File: src/rtl/deemphasis_pkg.sv
// deemphasis_pkg: coefficient elaboration, time constants and channel-tag helpers for deemphasis_iir
package deemphasis_pkg;
  localparam real TAU_50US = 50.0e-6;
  localparam real TAU_75US = 75.0e-6;
  localparam int DEF_CHANNELS = 2;
  function automatic int chan_bits(input int n);
    return (n > 1) ? $clog2(n) : 1;
  endfunction
  typedef logic [chan_bits(DEF_CHANNELS)-1:0] chan_t;
  // b = round((1 - exp(-1/(tau*fs))) * 2^cw); exp by Taylor series keeps this a pure constant function
  function automatic int iir_coef(input real tau, input int fs, input int cw);
    real a;
    real term;
    real e;
    real scale;
    a = -1.0 / (tau * fs);
    term = 1.0;
    e = 1.0;
    for (int k = 1; k < 40; k++) begin
      term = term * a / k;
      e = e + term;
    end
    scale = 1.0;
    for (int k = 0; k < cw; k++) scale = scale * 2.0;
    return $rtoi((1.0 - e) * scale + 0.5);
  endfunction
endpackage

File: src/rtl/deemphasis_state_ram.sv
// deemphasis_state_ram: per-channel filter state, async read, one write port, zeroed by reset or clear
module deemphasis_state_ram
  import deemphasis_pkg::*;
#(
  parameter int WIDTH = 16,
  parameter int CHANNELS = 2,
  parameter int CHW = 1
) (
  input  logic                    clk,
  input  logic                    reset,
  input  logic                    clear,
  input  logic                    we,
  input  logic [CHW-1:0]          waddr,
  input  logic signed [WIDTH-1:0] wdata,
  input  logic [CHW-1:0]          raddr,
  output logic signed [WIDTH-1:0] rdata
);
  logic signed [WIDTH-1:0] mem_q [CHANNELS];
  logic signed [WIDTH-1:0] mem_d [CHANNELS];
  always_comb begin
    mem_d = mem_q;
    if (we) mem_d[waddr] = wdata;
    if (clear) for (int i = 0; i < CHANNELS; i++) mem_d[i] = '0;
  end
  always_ff @(posedge clk or posedge reset) begin
    if (reset) for (int i = 0; i < CHANNELS; i++) mem_q[i] <= '0;
    else mem_q <= mem_d;
  end
  assign rdata = (32'(raddr) < CHANNELS) ? mem_q[raddr] : '0;
endmodule

File: src/rtl/deemphasis_iir.sv
// deemphasis_iir: 3-stage multi-channel de-emphasis IIR with state forwarding; DEEMPHASIS_BYPASS_EN adds a bypass port
module deemphasis_iir
  import deemphasis_pkg::*;
#(
  parameter int WIDTH = 16,
  parameter int CHANNELS = 2,
  parameter int CW = 16,
  parameter int FS = 32000,
  localparam int CHW = chan_bits(CHANNELS)
) (
  input  logic                    clk,
  input  logic                    reset,
  input  logic                    clear,
  input  logic                    tau_sel,
  input  logic                    in_valid,
  input  logic [CHW-1:0]          in_chan,
  input  logic signed [WIDTH-1:0] in_data,
`ifdef DEEMPHASIS_BYPASS_EN
  input  logic                    bypass,
`endif
  output logic                    out_valid,
  output logic [CHW-1:0]          out_chan,
  output logic signed [WIDTH-1:0] out_data
);
  localparam int PW = WIDTH + CW + 2;
  localparam int B50I = iir_coef(TAU_50US, FS, CW);
  localparam int B75I = iir_coef(TAU_75US, FS, CW);
  localparam logic signed [CW:0] B50 = B50I[CW:0];
  localparam logic signed [CW:0] B75 = B75I[CW:0];
  localparam logic signed [PW-1:0] HALF = PW'(1) << (CW - 1);
  logic v1_q, v1_d, v2_q, v2_d, ov_q, ov_d;
  logic [CHW-1:0] c1_q, c1_d, c2_q, c2_d, oc_q, oc_d;
  logic signed [WIDTH-1:0] x1_q, x1_d, y1_q, y1_d, y2_q, y2_d, od_q, od_d;
  logic signed [WIDTH-1:0] y_rd, y_op, y_res, y_out;
  logic signed [CW:0] b1_q, b1_d;
  logic signed [PW-1:0] p2_q, p2_d;
  logic signed [WIDTH:0] diff;
`ifdef DEEMPHASIS_BYPASS_EN
  logic bp1_q, bp1_d, bp2_q, bp2_d;
  logic signed [WIDTH-1:0] x2_q, x2_d;
`endif
  deemphasis_state_ram #(.WIDTH(WIDTH), .CHANNELS(CHANNELS), .CHW(CHW)) u_ram (
    .clk(clk),
    .reset(reset),
    .clear(clear),
    .we(v2_q),
    .waddr(c2_q),
    .wdata(y_res),
    .raddr(in_chan),
    .rdata(y_rd)
  );
  // The newest same-channel result always wins: S2's fresh result overrides the S1-time read
  always_comb begin
    y_res = y2_q + WIDTH'((p2_q + HALF) >>> CW);
    v1_d = in_valid && (32'(in_chan) < CHANNELS) && !clear;
    c1_d = in_chan;
    x1_d = in_data;
    b1_d = tau_sel ? B75 : B50;
    y1_d = (v2_q && c2_q == in_chan) ? y_res : y_rd;
    y_op = (v2_q && c2_q == c1_q) ? y_res : y1_q;
    diff = {x1_q[WIDTH-1], x1_q} - {y_op[WIDTH-1], y_op};
    p2_d = PW'(diff) * PW'(b1_q);
    v2_d = v1_q && !clear;
    c2_d = c1_q;
    y2_d = y_op;
`ifdef DEEMPHASIS_BYPASS_EN
    bp1_d = bypass;
    bp2_d = bp1_q;
    x2_d = x1_q;
    y_out = bp2_q ? x2_q : y_res;
`else
    y_out = y_res;
`endif
    ov_d = v2_q && !clear;
    oc_d = ov_d ? c2_q : oc_q;
    od_d = ov_d ? y_out : od_q;
  end
  always_ff @(posedge clk or posedge reset) begin
    if (reset) begin
      v1_q <= 1'b0;
      v2_q <= 1'b0;
      ov_q <= 1'b0;
      c1_q <= '0;
      c2_q <= '0;
      oc_q <= '0;
      x1_q <= '0;
      y1_q <= '0;
      y2_q <= '0;
      od_q <= '0;
      b1_q <= '0;
      p2_q <= '0;
`ifdef DEEMPHASIS_BYPASS_EN
      bp1_q <= 1'b0;
      bp2_q <= 1'b0;
      x2_q <= '0;
`endif
    end else begin
      v1_q <= v1_d;
      v2_q <= v2_d;
      ov_q <= ov_d;
      c1_q <= c1_d;
      c2_q <= c2_d;
      oc_q <= oc_d;
      x1_q <= x1_d;
      y1_q <= y1_d;
      y2_q <= y2_d;
      od_q <= od_d;
      b1_q <= b1_d;
      p2_q <= p2_d;
`ifdef DEEMPHASIS_BYPASS_EN
      bp1_q <= bp1_d;
      bp2_q <= bp2_d;
      x2_q <= x2_d;
`endif
    end
  end
  assign out_valid = ov_q;
  assign out_chan = oc_q;
  assign out_data = od_q;
endmodule

File: config.mk
export PLATFORM = sky130hd
export DESIGN_NAME = deemphasis_iir
export DESIGN_NICKNAME = d
export VERILOG_FILES = /design/src/rtl/deemphasis_pkg.sv /design/src/rtl/deemphasis_state_ram.sv /design/src/rtl/deemphasis_iir.sv
export SDC_FILE = /design/constraint.sdc
export NUM_CORES = 1
export LEC_CHECK = 0
export CAP_MARGIN = 40
export CORE_ASPECT_RATIO = 1.75
export CORE_MARGIN = 2
export CORE_UTILIZATION = 58
export CTS_CLUSTER_DIAMETER = 80
export DETAILED_ROUTE_END_ITERATION = 6
export GPL_TIMING_DRIVEN = 1
export HOLD_SLACK_MARGIN = 0.15
export PLACE_DENSITY = 0.79
export SLEW_MARGIN = 20
export SYNTH_ARGS = -nofsm -noshare
export SYNTH_HDL_FRONTEND = slang
export SYNTH_SLANG_ARGS = --single-unit
File: constraint.sdc
create_clock -name clk -period 9.91 [get_ports clk]
set_clock_uncertainty 0.05 [all_clocks]
set_input_delay 2.973 -clock clk [delete_from_list [all_inputs] [get_ports clk]]
set_output_delay 2.973 -clock clk [all_outputs]
set_load 0.005 [all_outputs]
==> run summary, run 1 <==
cell mode on critical path = fa_1
area of the core = 23840 µm²
commonest cells in the netlist = 311 x inv_1, 212 x fa_1, 140 x ha_1
Worst EP required = 10170 ps
I/O Pins = 40
CP endpoint kind = register
DR DRC count = 0
top-count cell post-synth = inv_1
Met2 Wirelength = 19290 µm
DR WL met3 = 1236 µm
Clock H-tree levels = 4
clock sinks = 122
CP max stage cell = fa_1
vias in the first global route = 11530
Syn Nets = 1783
vias per cell = 5.470
Avg Cell Area, Syn = 9.935 µm²
Routed met1 length = 11830 µm
prevailing post-synth register cell = dfrtp_1
Netlist Area Pre-Place = 14000 µm²
Die ar. = 25440 µm²
First-pass DRT Iterations = 5
ranking of synthesized cells by area = fa_1 30%, dfrtp_1 22%, ha_1 13%
R2R cell count = 43
outcome = complete, no violations
yosys warns = 0
WL/cell = 18.29 µm
Die W = 121.4 µm
Syn Inst Count = 1409
Vias = 10310
hold path depth = 0
initial antenna violation count = 0
post-route minimum period = 9835 ps
total track usage = 0.2902
slowest stage delay, CP = 570 ps
reg2reg setup slack = 70 ps
Achievable Freq = 101.7 MHz
largest area contributor in the netlist = fa_1
Top Metal Used = met4
Placed Cells = 1839
Num CTS Buffers = 17
worst-margin pin slew = 807.7 ps
critical path arrival = 10090 ps
Clock transition at path regs = 60 ps
RSZ-0062 raised after global routing = yes
Starting Density = 0.5873
TritonCTS clock tree = yes
Slew HR = 0.4603
worst flop-to-flop path startpoint = p2_q[16]
CTS max path bufs = 2
# diodes = 0
sequential area share after synthesis = 0.2181
num rows = 75
Root Driver = clkbuf_16
drt total wl = 34480 µm
first-pass GRT wire length = 56310 µm
Port Buffer Count = 39
Post-synth EDFFs = 0
crit-path max FO = 3
origin of the worst min-delay path = c1_q
Yosys top cell area share = 0.3032
gpl congestion = 0.9592
Worst Setup Start Kind = register
antenna viol nets, final = 0
largest net degree at the start of global routing = 68
crit path kind = reg -> reg
#FFs+latches synth = 122
Slew Limit Fails = 0
final hold vios = 0
Hold Path End = c2_q
Synth async-reset ratio = 1.000
Reg2Reg Capture Point = p2_q[31]
number of max-cap violations = 0
final worst-path cycle share = 0.9924
final setup fails = 0
layout cells sized above 1 = 0.1642
DRT iter0 DRCs = 653
Hold Path Class = reg -> reg
count of cell types in the netlist = 74
HPWL Detailed = 28430 µm
Layout area overhead = 17.97%
Nets = 1938
Final Non-Filler Cells = 1885
Clock Latency Late Sink = 430 ps
grt total ovfl = 0
Die H = 209.5 µm
## worst max path at each step
stage,from,to,slack (ps),cells after the start
final,p2_q[16],p2_q[31],70,43
after global routing,p2_q[15],p2_q[31],-260,44
after CTS,p2_q[15],p2_q[31],0.004,41
after detailed placement,p2_q[16],p2_q[31],-260,42
after global placement,p2_q[16],p2_q[31],-70,43
after floorplan,p2_q[15],p2_q[31],20,44
## layer usage
layer  vias to the layer above  global-route usage
li1                       4722                   -
met1                      5145              0.3025
met2                       313              0.5389
met3                       131             0.03859
met4                         0              0.1788
met5                         -                   0
## cells in the final DEF, fill, tap and decap left out, types with 4 or more instances in the layout
| cell type | instances |
|---|---|
| nand3_1 | 18 |
| a21oi_1 | 57 |
| inv_2 | 5 |
| and2_1 | 27 |
| o21ai_1 | 5 |
| xnor2_2 | 7 |
| nor3_1 | 10 |
| clkbuf_16 | 17 |
| buf_4 | 124 |
| o211ai_1 | 9 |
| nor2_2 | 4 |
| dfrtp_1 | 122 |
| nor2_1 | 81 |
| fa_1 | 210 |
| nand2b_1 | 13 |
| nand4_1 | 5 |
| inv_1 | 305 |
| xnor2_1 | 39 |
| ha_2 | 5 |
| a211oi_1 | 9 |
| a21oi_2 | 6 |
| xor2_1 | 19 |
| clkdlybuf4s50_1 | 39 |
| o21a_1 | 16 |
| clkinvlp_4 | 5 |
| ha_1 | 132 |
| mux2_2 | 17 |
| mux2i_1 | 5 |
| nand2_1 | 99 |
| o21ai_0 | 33 |
| and3_1 | 5 |
| a21o_1 | 15 |
| buf_8 | 4 |
| o21ai_2 | 4 |
| nor2b_1 | 11 |
## metrics by stage
step	area [µm²]	util	hold slack [ps]	setup TNS, ps	worst slack, ps
floorplan	14000	-	358.6	0	20.89
global placement	15470	0.6490	360.3	-69.99	-69.99
detailed placement	15520	0.6512	369.5	-324.8	-264.3
CTS	16170	0.6786	382.6	0	0.003553
global route	16510	0.6929	389.1	-635.4	-264.2
finish	16510	0.6929	380.5	0	74.86
## state kept, by name, summed over array words and instances (netlist names), 3 cells and up
register,cells
u_ram.mem_q,32
p2_q,17
out_data,16
x1_q,16
y1_q,16
y2_q,16
b1_q,3
## cell type report
type	instances	area (µm²)
flip-flops and latches	122	3053
fillers	1741	7321
inverters	311	1170
clock inverters	13	121.4
clock buffers	19	442.9
repair buffers	168	1409
well taps	308	385.4
multi-input cells	944	9933
## worst max-delay path: cells and delay by family (launching register included)
family                   cells  cell delay [ps]
buffers and inverters        7              390
adder cells (fa/ha/maj)     11             4340
AND/OR/NAND/NOR              7             1410
XOR/XNOR                     5              840
AO/OA/AOI/OAI               13             2320
flip-flops                   1              380
## kinds of logic after synthesis
kind of cell / share of synthesized area
buffers and inverters: 0.09358
and+or+nand+nor: 0.1050
adders and majority gates: 0.4305
other: 0.0002679
AOI/OAI and AO/OA: 0.09278
muxes: 0.01797
DFF: 0.2181
xor gates and xnor gates: 0.04183
## what timing repair did
item                       in CTS  in global routing
buffers inserted                4                  8
pin swaps                      14                 51
hold buffers                    0                  0
resized for setup              14                 58
setup endpoints to repair       5                 10
Power of run 1 is left out: the tool's default activity adds up to more than one toggle a clock period on the data nets, which glitch-free logic cannot reach.
==> inputs of run 2 (changes only) <==
Settings changed: CORE_UTILIZATION 58 to 50, PLACE_DENSITY 0.79 to 0.69.
==> run 2 against run 1 <==
The run now ends with setup timing left. Maximum frequency fell by 0.94%. Critical path depth did not move. Final cell count rose by 3.3%. Worst setup slack got worse by 94 ps. Sequential cell count did not move. Worst hold slack improved by 4.1 ps.
==> run summary, run 2 (same netlist as run 1, synthesis figures left out) <==
outcome = finished, violations left
violated checks = setup timing
Die W = 130.5 µm
Die ar. = 29400 µm²
Worst EP required = 10160 ps
Slew HR = 0.4492
cell mode on critical path = fa_1
CP Launch Point = p2_q[15]
Achievable Freq = 100.7 MHz
grt total ovfl = 0
worst-margin pin slew = 824.2 ps
Final WS setup = -18.91 ps
TritonCTS clock tree = yes
Port Buffer Count = 39
max reg flops = 32
Num CTS Buffers = 17
commonest non-fill, non-tap cell in the layout = inv_1
total track usage = 0.2511
post-route minimum period = 9929 ps
antenna viol nets, final = 0
# hold bufs at CTS = 0
crit-path max FO = 6
WL/cell = 17.79 µm
clock sinks = 122
Clock Latency Late Sink = 420 ps
area of the core = 27770 µm²
biggest regs = u_ram.mem_q (32), p2_q (17)
Worst Setup Start Kind = register
Vias = 10150
First-pass DRT Iterations = 6
Die H = 225.3 µm
Root Driver = clkbuf_16
Nets = 1936
largest net degree at the start of global routing = 50
Layout area overhead = 18.81%
RSZ-0062 raised after global routing = yes
# diodes = 0
Setup WS pre-CTS = -253.9 ps
initial antenna violation count = 0
worst flop-to-flop path startpoint = p2_q[15]
Clock transition at path regs = 60 ps
num rows = 81
Clock H-tree levels = 4
crit path kind = reg -> reg
final worst-path cycle share = 1.002
first-pass GRT wire length = 55820 µm
slowest stage delay, CP = 580 ps
vias in the first global route = 11420
Top reg by flops = u_ram.mem_q
drt total wl = 34650 µm
CP endpoint kind = register
Hold Path Class = reg -> reg
vias per cell = 5.213
final hold vios = 0
DRT iter0 DRCs = 413
final setup fails = 1
Slew Limit Fails = 0
I/O Pins = 40
gpl congestion = 0.9334
number of max-cap violations = 0
critical path arrival = 10180 ps
Starting Density = 0.5041
origin of the worst min-delay path = c1_q
HPWL Detailed = 28800 µm
commonest cells after routing, fill and taps aside = 306 x inv_1, 211 x fa_1, 135 x ha_1
CP max stage cell = fa_1
DR DRC count = 0
CTS max path bufs = 2
layout cells sized above 1 = 0.1625
==> run 2: cell count changes in the layout (fill, tap and decap cells not counted), sizes merged <==
cell	before	now
buf	129	127
inv	313	311
bufinv	1	4
clkinv	5	6
clkinvlp	5	2
clkbuf	19	20
==> run 2: path summary, 6_finish.rpt <==
kind | endpoint | slack [ps] | cells past startpoint
worst max-delay path | p2_q[31] | -20 | 43
worst min-delay path | c2_q | 380 | 0
worst max register to register | p2_q[31] | -20 | 43
worst min register to register | c2_q | 380 | 0
max in group asynchronous | y2_q[0] | 5740 | 4
min in group asynchronous | u_ram.mem_q[13] | 2960 | 2
==> run 2: critical path, delay by kind of cell, from the launching register on <==
family                   cells  cell delay, ps
AO/OA/AOI/OAI               10            2120
XOR/XNOR                     4             600
adder cells (fa/ha/maj)     10            4190
buffers and inverters        6             590
flip-flops                   1             350
AND/OR/NAND/NOR             13            1850
==> run 2: repair_timing <==
item / 4_1_cts / 5_1_grt
setup buffers: 1 / 10
gates resized for setup: 25 / 50
pin swaps: 20 / 40
endpoints found under the setup margin: 7 / 11
==> run 2: through the flow <==
step                      cells  cell area [µm²]  TNS (ps)  hold WS, ps    util
after floorplan            1409            14000         0        358.6       -
after global placement     1901            15560    -13.74        361.3  0.5602
after detailed placement   1903            15590    -471.3        376.2  0.5615
after CTS                  1936            16340         0        387.8  0.5884
after global routing       1948            16630    -856.6        390.0  0.5989
final                      1948            16630    -18.91        384.6  0.5989
==> run 2: layer usage <==
| metal | track usage | wire length [µm] |
|---|---|---|
| met5 | 0 | 0 |
| met4 | 0.1489 | 2275 |
| met3 | 0.03253 | 1074 |
| met2 | 0.4735 | 19630 |
| met1 | 0.2566 | 11670 |
==> run 2: layout make-up <==
| type | instances | area, µm² |
|---|---|---|
| Clock inverter | 12 | 172.7 |
| Sequential cell | 122 | 3053 |
| Multi-Input combinational cell | 944 | 9945 |
| Inverter | 311 | 1170 |
| Timing Repair Buffer | 166 | 1379 |
| Fill cell | 2401 | 11140 |
| Clock buffer | 20 | 446.7 |
| Tap cell | 373 | 466.7 |
Power of run 2 is left out for the same reason.
==> inputs of run 3 (changes only) <==
Settings changed: CORE_UTILIZATION 50 to 40, PLACE_DENSITY 0.69 to default.
==> run 3 against run 2 <==
The flow now finishes without violations. First-iteration DRC count is 21% lower. Maximum frequency is 1.8% higher. Utilization is 10 points lower.
==> run summary, run 3 (same netlist as run 1, synthesis figures left out) <==
initial antenna violation count = 1
Layout area overhead = 22.29%
grt total ovfl = 0
num rows = 90
layout cells sized above 1 = 0.1850
slowest stage delay, CP = 570 ps
CP endpoint kind = register
max reg flops = 32
Met2 Wirelength = 20500 µm
total track usage = 0.2035
I/O Pins = 40
drt total wl = 35300 µm
Clock H-tree levels = 4
Die W = 145.4 µm
# hold bufs at CTS = 0
antenna viol nets, final = 0
largest net degree at the start of global routing = 56
Starting Density = 0.4062
first-pass GRT wire length = 57530 µm
# diodes = 0
Hold Path Class = reg -> reg
Achievable Freq = 102.5 MHz
DR DRC count = 0
CP delay by family, top = adder cells
Top Metal Used = met4
Die ar. = 36570 µm²
Slew Limit Fails = 0
number of max-cap violations = 0
worst-margin pin slew = 810.8 ps
HPWL Detailed = 29690 µm
crit path kind = reg -> reg
R2R cell count = 44
WL/cell = 17.04 µm
Die H = 251.5 µm
crit-path max FO = 3
Port Buffer Count = 39
Worst EP required = 10200 ps
Slew HR = 0.4581
critical path arrival = 10050 ps
final setup fails = 0
hold slack = 386.7 ps
WP depth = 44
post-route minimum period = 9753 ps
outcome = complete, no violations
Vias = 10100
Clock Latency Late Sink = 430 ps
final hold vios = 0
Routed met1 length = 12430 µm
biggest regs = u_ram.mem_q (32), p2_q (17)
commonest non-fill, non-tap cell in the layout = inv_1
DRT iter0 DRCs = 328
vias in the first global route = 11380
hold path depth = 0
final worst-path cycle share = 0.9842
area of the core = 34460 µm²
Clock transition at path regs = 50 ps
fill count = 3284
DR WL met3 = 741 µm
vias per cell = 4.876
RSZ-0062 raised after global routing = yes
Num CTS Buffers = 17
CP max stage cell = fa_1
gpl congestion = 0.9713
TritonCTS clock tree = yes
clock sinks = 122
commonest cells after routing, fill and taps aside = 304 x inv_1, 208 x fa_1, 161 x buf_4
CTS max path bufs = 2
Top reg by flops = u_ram.mem_q
Worst Setup Start Kind = register
Buf/Inv on CP = 6
Root Driver = clkbuf_16
Nets = 1974
First-pass DRT Iterations = 4
==> run 3: worst register-to-register path, delay by kind of cell (launching register included) <==
kind | cells | cell delay (ps)
simple gates | 8 | 1540
compound gates | 14 | 2390
xor+xnor | 5 | 770
fa+ha+maj | 11 | 4300
flops | 1 | 370
buf+inv | 6 | 260
==> run 3: cell type report <==
class / instances / area [µm²] / share of cell area
repair buffers: 204 / 1668 / 0.09743
well taps: 460 / 575.6 / 0.03362
clock inverters: 8 / 165.2 / 0.009648
clock buffers: 22 / 484.2 / 0.02829
flip-flops and latches: 122 / 3053 / 0.1783
inverters: 311 / 1172 / 0.06848
multi-input cells: 944 / 10000 / 0.5842
==> run 3: what timing repair did <==
item / 4_1_cts / 5_1_grt
resized for setup: 18 / 62
setup endpoints to repair: 5 / 11
pin swaps: 13 / 53
buffers inserted: 5 / 9
==> run 3: per-layer routing <==
| metal | vias to the layer above | track usage |
|---|---|---|
| met5 | - | 0 |
| met4 | 0 | 0.09328 |
| met3 | 65 | 0.02242 |
| met2 | 158 | 0.4083 |
| met1 | 5105 | 0.2074 |
| li1 | 4771 | - |
==> run 3: stage by stage <==
step | area, µm² | setup slack (ps) | std cells | setup TNS [ps] | util
global route | 17120 | -267.9 | 2071 | -695.8 | 0.4968
CTS | 16770 | 0.5196 | 2062 | 0 | 0.4867
finish | 17120 | 156.9 | 2071 | 0 | 0.4968
detailed placement | 16000 | -270.9 | 2027 | -479.8 | 0.4642
global placement | 15930 | -150.4 | 2023 | -150.4 | 0.4623
floorplan | 14000 | 20.89 | 1409 | 0 | -
==> run 3: final timing paths <==
path,from,endpoint,slack [ps]
worst max-delay path,p2_q[16],p2_q[31],160
worst min-delay path,c1_q,c2_q,390
worst max register to register,p2_q[16],p2_q[31],160
worst min register to register,c1_q,c2_q,390
max in group asynchronous,reset,out_data[14],5890
min in group asynchronous,reset,out_data[3],2910
Power of run 3 is left out for the same reason.
==> RTL edit: new RTL, flow settings as in run 1 <==
Put one more register stage on the output `out_valid`. The value now appears one clock later. The other outputs are not delayed to match.
--- a/src/rtl/deemphasis_iir.sv
+++ b/src/rtl/deemphasis_iir.sv
@@ -114,7 +114,9 @@
 `endif
     end
   end
-  assign out_valid = ov_q;
+  always_ff @(posedge clk) begin
+    out_valid <= ov_q;
+  end
   assign out_chan = oc_q;
   assign out_data = od_q;
 endmodule
Behaviour: not the same (Yosys sat finds a counterexample within 4 cycles, from zero or initial values and one cycle with reset high).
==> RTL edit against run 1 <==
The flow now finishes with violations (negative setup slack); worst setup slack worse by 0.10 ns; area after synthesis up 3.1%; count of clock-buffer cells in the layout rose by 1; final area rose by 4.6%; sequential cell count grew 1; wire length rose by 11%; critical path type unchanged; critical endpoint unchanged; highest routed layer is now met5.
Power is left out: the tool's default activity adds up to more than one toggle a clock period on the data nets, which glitch-free logic cannot reach.
==> RTL edit: results (changes against run 1) <==
The total setup violations reported at the end of the flow came out at 1 (+1). The arrival time at the worst endpoint is 10.22 ns (+0.13 ns). The number of nets in the layout came out at 1998 (+3.1%).

The global-route wire length before repair was 58700 µm (+4.2%). The transition time of the tightest slew-check pin came out at 0.988 ns (+0.180 ns). The number of filler instances in the final layout is 1676 (-3.7%). The total via count in the routed design is 11300 (+9.2%). The share of flip-flops with an asynchronous set or reset after synthesis came out at 0.992 (-0.00813). The biggest cell delay along the critical path is 0.51 ns (-0.06 ns). The instance area at placement was 0.0159 mm² (+2.7%). The adder and majority cell fraction of the synthesized area came out at 0.416 (-0.0144). The count of different cell masters after synthesis came out at 90 (+22%). The final worst-path setup slack is -0.0250 ns (-0.0999 ns). The count of cells resized by post-cts repair is 27 (+13).

The half-perimeter wire length after placement came out at 29600 µm (+4.2%). Yosys attributes the largest share of cell area to fa_1 29%, dfrtp_1 21%, ha_1 12%, inv_1 8.0%, nand2_1 3.1%. The average wire length per cell after detail routing was 19.7 µm (+7.8%). The post-CTS setup repair buffer count is 13 (+9). The startpoint identified for the worst hold timing path is ov_q$_DFF_PP0_. The fraction of layout instances using a drive strength above 1 is 0.189 (+0.0253). The initial antenna violation count came out at 1 (+1). The fraction of synthesized cell area in xor and xnor cells came to 0.0387 (-0.00308). The number of global-route vias before repair is 12100 (+5.0%). The fraction of synthesized area in multiplexers came to 0.0205 (+0.00258).

The checks that failed: negative setup slack. The length of the first detailed-routing pass in iterations came out at 7 (+2). The routability congestion estimate from global placement is 1.02 (+6.7%). The number of cells on the worst reg-to-reg path is 45 (+4.7%). The commonest cells after synthesis are 306 x inv_1, 212 x fa_1, 140 x ha_1, 122 x dfrtp_1, 121 x nand2_1. The pin count of the biggest net entering global routing came out at 61 (-10%).

The compound-cell area share of the yosys netlist is 0.103 (+0.0106). The post-synthesis sequential area ratio was 0.213 (-0.00519). The run finished, with violations left.

The violation count after the first detailed-routing iteration came to 791 (+21%). The worst register-to-register path begins at p2_q[15]$_DFF_PP0_.
[RTL edit: cell count changes after synthesis, sizes merged, moves of 5 or more]
cell,before,now
o41ai,0,5
nand3b,0,6
clkbuf,24,30
inv,311,306
nor2,86,73
nor2b,12,19
o21ai,43,52
nand2,101,123
[RTL edit: routing by layer]
| layer | vias up | global-route usage | wire [µm] |
|---|---|---|---|
| met2 | 450 | 0.553 | 21000 |
| met3 | 234 | 0.0374 | 1500 |
| met4 | 2 | 0.188 | 3150 |
| li1 | 4941 | - | - |
| met5 | - | 0 | 15 |
| met1 | 5632 | 0.301 | 12700 |
[RTL edit: metrics by stage]
step            util  hold slack, ns  setup TNS [ns]  instances  worst slack [ns]
5_1_grt        0.704           0.308           -2.18       1948            -0.291
3_5_place_dp   0.650           0.282           -1.20       1888            -0.483
4_1_cts        0.683           0.294               0       1932           0.00710
6_report       0.704           0.291         -0.0250       1948           -0.0250
3_3_place_gp   0.648           0.279          -0.223       1886            -0.137
2_1_floorplan      -           0.274               0       1460            0.0231
[RTL edit: area by class of cell]
class | count | area, µm² | share of cell area
Sequential cell | 123 | 3070 | 0.178
Inverter | 307 | 1150 | 0.0669
Timing Repair Buffer | 184 | 1520 | 0.0881
Clock buffer | 20 | 467 | 0.0270
Multi-Input combinational cell | 991 | 10500 | 0.610
Clock inverter | 11 | 120 | 0.00695
Tap cell | 312 | 390 | 0.0226
[RTL edit: kinds of logic (layout without fill, tap and decap cells)]
| logic type | count (synthesis) | after routing |
|---|---|---|
| buf+inv | 346 | 522 |
| flops | 123 | 123 |
| other cells | 1 | 1 |
| mux | 27 | 27 |
| simple gates | 339 | 339 |
| compound gates | 208 | 208 |
| xor+xnor | 63 | 63 |
| fa+ha+maj | 353 | 353 |
